### config.mk
export PLATFORM = sky130hd
export DESIGN_NAME = wb_bus_arbiter
export DESIGN_NICKNAME = d
export VERILOG_FILES = /design/src/rtl/wb_bus_arbiter.sv
export SDC_FILE = /design/constraint.sdc
export NUM_CORES = 1
export LEC_CHECK = 0
export BUFFER_PORTS_ARGS = -buffer_cell sky130_fd_sc_hd__buf_2
export CAP_MARGIN = 20
export CORE_MARGIN = 5
export CORE_UTILIZATION = 45
export DETAILED_ROUTE_END_ITERATION = 10
export GPL_ROUTABILITY_DRIVEN = 1
export MAX_ROUTING_LAYER = met4
export PLACE_DENSITY_LB_ADDON = 0.1
export SYNTH_ARGS = -nofsm -noshare
export SYNTH_HDL_FRONTEND = slang
export SYNTH_SLANG_ARGS = --single-unit
### constraint.sdc
create_clock -name clk -period 2.35 [get_ports clk]
set_input_delay 0 -clock clk [delete_from_list [all_inputs] [get_ports clk]]
set_output_delay 0 -clock clk [all_outputs]
set_load 0.03 [all_outputs]
### src/rtl/wb_bus_arbiter.sv
// Round-robin arbiter for the shared 16-bit 4:1 write-back/operand bus.
// Registered one-hot grant and mux select, with burst-bounded pre-emption under contention.
module wb_bus_arbiter #(
    parameter int unsigned MAX_BURST = 4
) (
    input  logic       clk,
    input  logic       reset,
    input  logic [3:0] req,
    output logic [3:0] gnt,
    output logic [1:0] sel,
    output logic       bus_valid,
    output logic       gnt_new
);

    localparam int unsigned   CW      = $clog2(MAX_BURST + 1);
    localparam logic [CW-1:0] CNT_MAX = CW'(MAX_BURST);

    typedef enum logic {
        IDLE,
        BUSY
    } state_e;

    state_e        state_q, state_d;
    logic [1:0]    last_q, last_d;
    logic [CW-1:0] cnt_q, cnt_d;
    logic [3:0]    gnt_q, gnt_d;
    logic [1:0]    sel_q, sel_d;
    logic          bus_valid_q, bus_valid_d;
    logic          gnt_new_q, gnt_new_d;

    logic [1:0]    pick;
    logic          pick_found;
    logic [3:0]    owner_oh;
    logic          owner_req;
    logic          others_req;
    logic          grant_pick;
    logic          hold;

    // Search starts one past the last owner, so the owner is only chosen when nobody else asks.
    always_comb begin
        pick       = last_q;
        pick_found = 1'b0;
        for (int unsigned i = 1; i <= 4; i++) begin
            if (!pick_found && req[last_q + 2'(i)]) begin
                pick       = last_q + 2'(i);
                pick_found = 1'b1;
            end
        end
    end

    assign owner_oh   = 4'b0001 << last_q;
    assign owner_req  = req[last_q];
    assign others_req = |(req & ~owner_oh);

    always_ff @(posedge clk) begin
        if (reset) begin
            state_q     <= IDLE;
            last_q      <= 2'd3;
            cnt_q       <= '0;
            gnt_q       <= '0;
            sel_q       <= '0;
            bus_valid_q <= 1'b0;
            gnt_new_q   <= 1'b0;
        end else begin
            state_q     <= state_d;
            last_q      <= last_d;
            cnt_q       <= cnt_d;
            gnt_q       <= gnt_d;
            sel_q       <= sel_d;
            bus_valid_q <= bus_valid_d;
            gnt_new_q   <= gnt_new_d;
        end
    end

    always_comb begin
        state_d    = state_q;
        grant_pick = 1'b0;
        hold       = 1'b0;
        case (state_q)
            IDLE: begin
                if (|req) begin
                    state_d    = BUSY;
                    grant_pick = 1'b1;
                end
            end
            BUSY: begin
                if (owner_req && (!others_req || cnt_q < CNT_MAX)) begin
                    hold = 1'b1;
                end else if (others_req) begin
                    grant_pick = 1'b1;
                end else begin
                    state_d = IDLE;
                end
            end
            default: state_d = IDLE;
        endcase
    end

    always_comb begin
        gnt_d       = '0;
        sel_d       = sel_q;
        last_d      = last_q;
        cnt_d       = '0;
        bus_valid_d = 1'b0;
        gnt_new_d   = 1'b0;
        if (grant_pick) begin
            gnt_d       = 4'b0001 << pick;
            sel_d       = pick;
            last_d      = pick;
            cnt_d       = CW'(1);
            bus_valid_d = 1'b1;
            gnt_new_d   = 1'b1;
        end else if (hold) begin
            gnt_d       = gnt_q;
            cnt_d       = (cnt_q == CNT_MAX) ? cnt_q : cnt_q + CW'(1);
            bus_valid_d = 1'b1;
        end
    end

    assign gnt       = gnt_q;
    assign sel       = sel_q;
    assign bus_valid = bus_valid_q;
    assign gnt_new   = gnt_new_q;

endmodule

* Word level (Yosys, flattened, before mapping)
Index checks and enable logic that the tools add are counted.
Widths: inputs -> output; s select.
** Word-level totals
- Register bits after elaboration :: 14
- Input bits :: 6
- Word-level logic and storage cells :: 69
** Operators by class
- $add $sub $neg :: 4
- $lt $le $gt $ge :: 5
- Equality and inequality tests :: 3
- Shift-type cells :: 2
- Multiplexer cells :: 31
- Bitwise logic cells :: 4
- Reductions and logical operators :: 12
** Operators by type and width (count)
- $mux 1 :: 19
- $lt 2x3->1 const B :: 4
- $bmux 1 s2 :: 4
- $mux 2 :: 4
- $mux 4 :: 2
- $reduce_or 4->1 :: 2
- $shl 1x2->4 const A :: 2
- $add 2x2->2 const B :: 2
- $and 4x4->4 :: 1
- $logic_and 1x1->1 :: 4
- $logic_not 1->1 :: 4
- $not 4->4 :: 1
- $pmux 1 s2 :: 2
- $add 3x1->3 const B :: 1
- $eq 3x3->1 const B :: 1
- $lt 3x3->1 const B :: 1
- $ne 3x3->1 const B :: 1
- $reduce_or 3->1 :: 1
- $add 2x1->2 const B :: 1
- $ne 2x2->1 const B :: 1
- $not 1->1 :: 2
- $logic_or 1x1->1 :: 1

* Depth between registers and ports, before layout
Gate-level depths: netlist of run 1.
- Depth after elaboration :: 15
- Mapped depth :: 9

* Worst setup path after synthesis of run 1
No wires, ideal clock.
- Path type :: register to register
- Start :: register last_q[0]
- End :: register gnt_q[2], in the netlist gnt[2]
- Arrival time :: 1.899 ns
- Setup slack :: 0.334 ns
- Stages on the path, launching flop included :: 9
- Buffers on the path :: 1
- Path through :: dfxtp_1 buf_6 inv_1 ha_1 mux4_1 o21ai_0 o211ai_1 and2_1 a32o_1
** Between the ends
- Longest elaborated chain between the ends :: 15
** RTL lines
- start: declaration :: line 24 : logic [1:0] last_q, last_d;
- start signal: assignment :: line 66 : last_q <= last_d;
- $add 2x1->2 :: line 44, 45
- $bmux 1 s2 :: line 44 : if (!pick_found && req[last_q + 2'(i)]) begin
- $mux 1 (implied by the code) :: line 44
- $mux 1 :: line 44
- $logic_not 1->1 :: line 44
- $logic_and 1x1->1 :: line 44
- $mux 1 :: line 44
- $logic_not 1->1 :: line 44
- $logic_and 1x1->1 :: line 44
- $mux 1 :: line 44
- $logic_not 1->1 :: line 44
- $logic_and 1x1->1 :: line 44
- $mux 2 :: line 44
- $shl 1x2->4 :: line 107 : gnt_d = 4'b0001 << pick;
- $mux 4 :: line 106 : if (grant_pick) begin
- end signal: assignment :: line 68 : gnt_q <= gnt_d;
- end: declaration :: line 26 : logic [3:0] gnt_q, gnt_d;
Parallel ways exist; a longest one is shown, timed or not. The select of a mux whose other input is x is not followed.
A chain may end at the register's enable or synchronous reset.

* Final worst setup path of run 1
- Start :: register last_q[1]
- End :: register gnt_q[2], in the netlist gnt[2]
The elaborated chain is that of the path after synthesis.

==> results of run 1 <==
through the flow:
| stage | area, um^2 | cells | hold slack [ps] | util (%) | worst slack (ps) |
|---|---|---|---|---|---|
| after global routing | 995 | 126 | 330 | 55.8 | 68.1 |
| after floorplan | 863 | 85 | 301 | - | 334 |
| after global placement | 948 | 121 | 277 | 53.2 | 288 |
| after CTS | 995 | 126 | 257 | 55.8 | 235 |
| after detailed placement | 948 | 121 | 282 | 53.2 | 230 |
| final | 995 | 126 | 267 | 55.8 | 238 |
repair_timing:
item | 4_1_cts | 5_1_grt
gates resized for setup | 0 | 0
hold buffers | 1 | 0
hold endpoints to repair | 4 | 0
endpoints found under the setup margin | 0 | 0
report_power, final:
group          internal, W  switching [W]  leakage, nW  total, W
Sequential        0.000301      0.0000450        0.116  0.000346
Combinational     0.000258       0.000346        0.326  0.000604
Clock            0.0000942      0.0000765       0.0210  0.000171
Total             0.000653       0.000467        0.462   0.00112
registers in the layout, summed over array words and instances, names as in the netlist:
register	flops
sel	2
state_q	1
gnt_new	1
bus_valid	1
last_q	2
gnt	4
cnt_q	3
worst min-delay path, cell delays in order:
cell      delay [ps]
buf_2            160
o211ai_1         130
a21oi_1          150
a211oi_1          60
final cells by class:
type                    count  area, um^2
fillers                   169         788
multi-input cells          60         534
flip-flops and latches     14         280
repair buffers             15        82.6
clock buffers               4        36.3
well taps                  25        31.3
inverters                   8        30.0
synth_stat cells:
master and number:
a21oi_1 5, nand3_1 1, a21o_1 1, nand2b_1 4, mux4_1 2, xnor2_1 1
and4b_1 1, a22oi_1 2, and2_1 1, a21boi_0 1, buf_6 1, o211ai_1 2
mux2_2 1, nand3b_1 1, a32o_1 4, nand2b_4 1, inv_1 8, clkbuf_1 2
and3_4 1, o211a_1 1, nor2_1 3, a211oi_1 1, mux2i_1 2, a31oi_4 1
dfxtp_1 14, or3_1 1, or2_1 1, nor4_1 1, nor2_2 1, o21ai_0 2
ha_1 6, nand2_1 6, mux4_2 2, o2111ai_1 1, a21oi_2 1, or2b_1 1
logic make-up after synthesis:
kind of cell / synth area share (%)
xor gates and xnor gates: 1.01
adders and majority gates: 8.70
buffers and inverters: 5.65
DFF: 32.5
and+or+nand+nor: 16.8
muxes: 14.9
AOI/OAI and AO/OA: 20.4
path summary, 6_finish.rpt:
kind,start,to,slack (ps),cells after the start
worst max-delay path,last_q[1],gnt[2],240,7
worst max register to register,last_q[1],gnt[2],240,7
worst min-delay path,req[1],sel[1],270,4
worst min register to register,sel[1],sel[1],460,2
routing by layer:
| layer | vias to the layer above | global-route usage [%] | part of all wire [%] |
|---|---|---|---|
| met2 | 11 | 21.6 | 50 |
| met4 | 0 | 2.55 | 0.36 |
| met1 | 323 | 19.0 | 46 |
| met5 | - | - | 0 |
| li1 | 348 | - | - |
| met3 | 2 | 4.99 | 4.0 |
placed cells by master (no fill, tap or decap), types with 2 or more instances in the layout:
master	Yosys	layout
buf_2	0	13
nand2b_1	4	4
a32o_1	4	4
a22oi_1	2	2
nor2_1	3	3
mux2i_1	2	2
o211ai_1	2	2
mux4_2	2	2
nand2_1	6	6
mux4_1	2	2
a21oi_1	5	5
ha_1	6	6
clkbuf_4	0	3
dfxtp_1	14	14
inv_1	8	8
o21ai_0	2	2
==> flow_summary.yaml, run 1 <==
critical_path:
  crit_path_cell_trace: "inv_1 -> ha_1 -> mux4_1 -> o21ai_0 -> o211ai_1 -> and2_1 -> a32o_1"
  cp_slowest_stage_delay_ps: 490
  endpoint_kind: "register"
  critPathLaunchType: "register"
  critPathRequiredTime_ps: 2530
  worst-path-buf-inv: 1
  crit_family: "compound AO/OA/AOI/OAI gates"
  critPathSlowestCell: "dfxtp_1"
  crit_type: "register to register"
  cp_max_fo: 8
  cp.arrival_ps: 2290
floorplan:
  io_pins: 14
  die_w_um: 53.8
  die_area_um2: 2890
  rows: 15
  coreArea_um2: 1780
  die_y_um: 53.8
  start_util_pct: 48.4
cts:
  clk_pin_slew_ps: 90
  insertion_delay_ps: 280
  clk_path_buf_depth: 2
  cts_buffers: 3
  cts_num_sinks: 14
  cts_setup_buffers: 0
  cts_tree: "yes"
  h-tree-depth: 1
  root_buffer: "clkbuf_4"
logic_synthesis:
  synth_warnings: 0
  post-synth-top-area-cell: "dfxtp_1"
  syn_nets: 97
  synthTopCellsByArea: "dfxtp_1, ha_1, mux4_1"
  synth.distinct_cells: 36
  yosysSeqAreaShare_pct: 32.5
  syn_inst: 85
  avgSynthCellArea_um2: 10.2
  synth_seq_cells: 14
  synth_top_area_share_pct: 32.5
  synth_area_um2: 863
sta:
  rsz0062_at_grt: "no"
  tns_ps: 0
  fin_skew_ps: 5.96
  slew_headroom_pct: 71.7
  slew_violations: 0
  clock.fmax_mhz: 474
  hold_viol: 0
  worst_slew_pin_slew_ps: 424
  fin_crit_ps: 2110
  period_share_pct: 89.9
  setup_viol: 0
power_and_ir_drop:
  p_per_area_nw_per_um2: 1130
  finalPower_w: 0.00112
  p_leak_nw: 0.462
  vdd_drop_max_mv: 0.625
detailed_routing:
  via_count: 684
  drc_errors: 0
  drtIter0Drc: 21
  finalWirelength_um: 1650
  ant_nets: 0
  routed_via_density: 5.43
  routedWlPerCell_um: 13.1
  drt-pass1-iter-count: 4
status:
  status: "finished clean"
global_route:
  grt_max_degree: 13
  grt_util_all_layers_pct: 14.4
  grt_pass1_vias: 657
  grt_pass1_wl_um: 2960
  antenna_found_initial: 0
  grt_overflow_total: 0
final_layout:
  area_growth_pct: 15.2
  num-nets-final: 114
  final_layout_size_suffix_gt1_share_pct: 25.7
  diodes: 0
placed_design:
  port_buffers: 13
  routabilityCongestion: 0.806
  dp.final_hpwl_um: 1260
worst_hold_path:
  min_path_type: "primary input to register"
job:
  cap_violations: 0
Power figures use the tool's default switching activity.
==> run 2: changes to the inputs <==
Settings changed: PLACE_DENSITY from default to 0.65, PLACE_DENSITY_LB_ADDON 0.1 to default.
==> flow_summary.yaml, run 2 (synthesis results as in run 1) <==
floorplan:
  die_y_um: 53.8
  die_area_um2: 2890
  start_util_pct: 48.4
  coreArea_um2: 1780
  io_pins: 14
  die_w_um: 53.8
  rows: 15
global_route:
  antenna_found_initial: 0
  grt_max_degree: 13
  grt_pass1_wl_um: 3080
  grt_util_all_layers_pct: 15.1
  met2_usage_pct: 24.8
  grt_overflow_total: 0
  grt_pass1_vias: 706
  met1_usage_pct: 18.0
  gr-max-usage-layer: "met2"
  use_met3_pct: 4.43
detailed_routing:
  routedWlPerCell_um: 13.8
  drc_errors: 0
  drtIter0Drc: 14
  routed_via_density: 5.61
  via_count: 701
  drt-pass1-iter-count: 4
  finalWirelength_um: 1730
  ant_nets: 0
final_layout:
  post-route-util_pct: 55.0
  fin_area_um2: 981
  final_cell_mix: "dfxtp_1, buf_2, inv_1"
  num-nets-final: 114
  area_growth_pct: 13.6
  largest_reg_flops: 4
  final_layout_size_suffix_gt1_share_pct: 25.0
  diodes: 0
  instances_no_fill: 125
  fill_cells: 161
  final_common_cell: "dfxtp_1"
sta:
  slew_headroom_pct: 74.2
  fin_skew_ps: 4.27
  worst_slew_pin_slew_ps: 386
  setup_viol: 0
  rsz0062_at_grt: "no"
  hold_viol: 0
  tns_ps: 0
  clock.fmax_mhz: 474
  slew_violations: 0
  fin_crit_ps: 2110
  period_share_pct: 89.7
cts:
  insertion_delay_ps: 280
  cts_num_sinks: 14
  cts_tree: "yes"
  cts_buffers: 3
  clk_pin_slew_ps: 80
  root_buffer: "clkbuf_4"
  cts_resized: 0
  clk_path_buf_depth: 2
  h-tree-depth: 1
placed_design:
  placed_cells: 121
  dp.final_hpwl_um: 1290
  routabilityCongestion: 0.851
  port_buffers: 13
  post_dp_cell_area_um2: 948
critical_path:
  endpoint_kind: "register"
  critPathLaunchType: "register"
  crit_type: "register to register"
  r2r_cells: 7
  critPathRequiredTime_ps: 2530
  cp_max_fo: 8
  cp.arrival_ps: 2290
power_and_ir_drop:
  vdd_drop_max_mv: 0.512
  p_leak_nw: 0.455
  p_per_area_nw_per_um2: 1110
worst_hold_path:
  worstHoldPathCells: 4
  min_path_type: "primary input to register"
job:
  cap_violations: 0
status:
  status: "finished clean"
-- run 2: changes by cell type in the layout (fill, tap and decap cells not counted) --
cell | previous run | this run
clkbuf_8 | 1 | 0
-- run 2: critical path, stage by stage, from the launching register on --
cell      delay, ps
dfxtp_1         490
inv_1           110
ha_1            350
mux4_1          300
o21ai_0         180
o211ai_1        160
and2_1          180
a32o_1          240
-- run 2: final timing paths --
kind / startpoint / endpoint / slack (ps)
max: last_q[1] / gnt[3] / 240
min: req[1] / sel[1] / 290
max reg2reg: last_q[1] / gnt[3] / 240
min reg2reg: sel[1] / sel[1] / 460
-- run 2: layout make-up --
cell class / instances / area (um^2) / area share (%)
multi-input combinational: 60 / 534 / 54.5
sequential: 14 / 280 / 28.6
timing repair buffer: 15 / 82.6 / 8.42
tap: 25 / 31.3 / 3.19
inverter: 8 / 30.0 / 3.06
clock buffer: 3 / 22.5 / 2.30
-- run 2: metrics by stage --
step	power (W)	hold slack (ps)	setup WS, ps
final	0.00109	291	241
after CTS	0.00110	284	246
after floorplan	0.000835	301	334
after global routing	0.00118	317	112
after detailed placement	0.000959	300	258
after global placement	0.000949	280	297
-- run 2: timing repair --
action / 4_1_cts / 5_1_grt
buffers inserted: 0 / 0
endpoints found under the hold margin: 1 / 0
hold buffers: 1 / 0
-- run 2: per-layer routing --
layer	wire, um	part of all wire (%)	up-vias
met3	63	3.6	2
met2	878	51	11
met4	8	0.46	0
met1	780	45	344
li1	-	-	344
met5	0	0	-
-- run 2: power breakdown --
part / internal [W] / switching [W]
clock: 0.0000594 / 0.0000749
combinational: 0.000258 / 0.000357
sequential: 0.000301 / 0.0000424
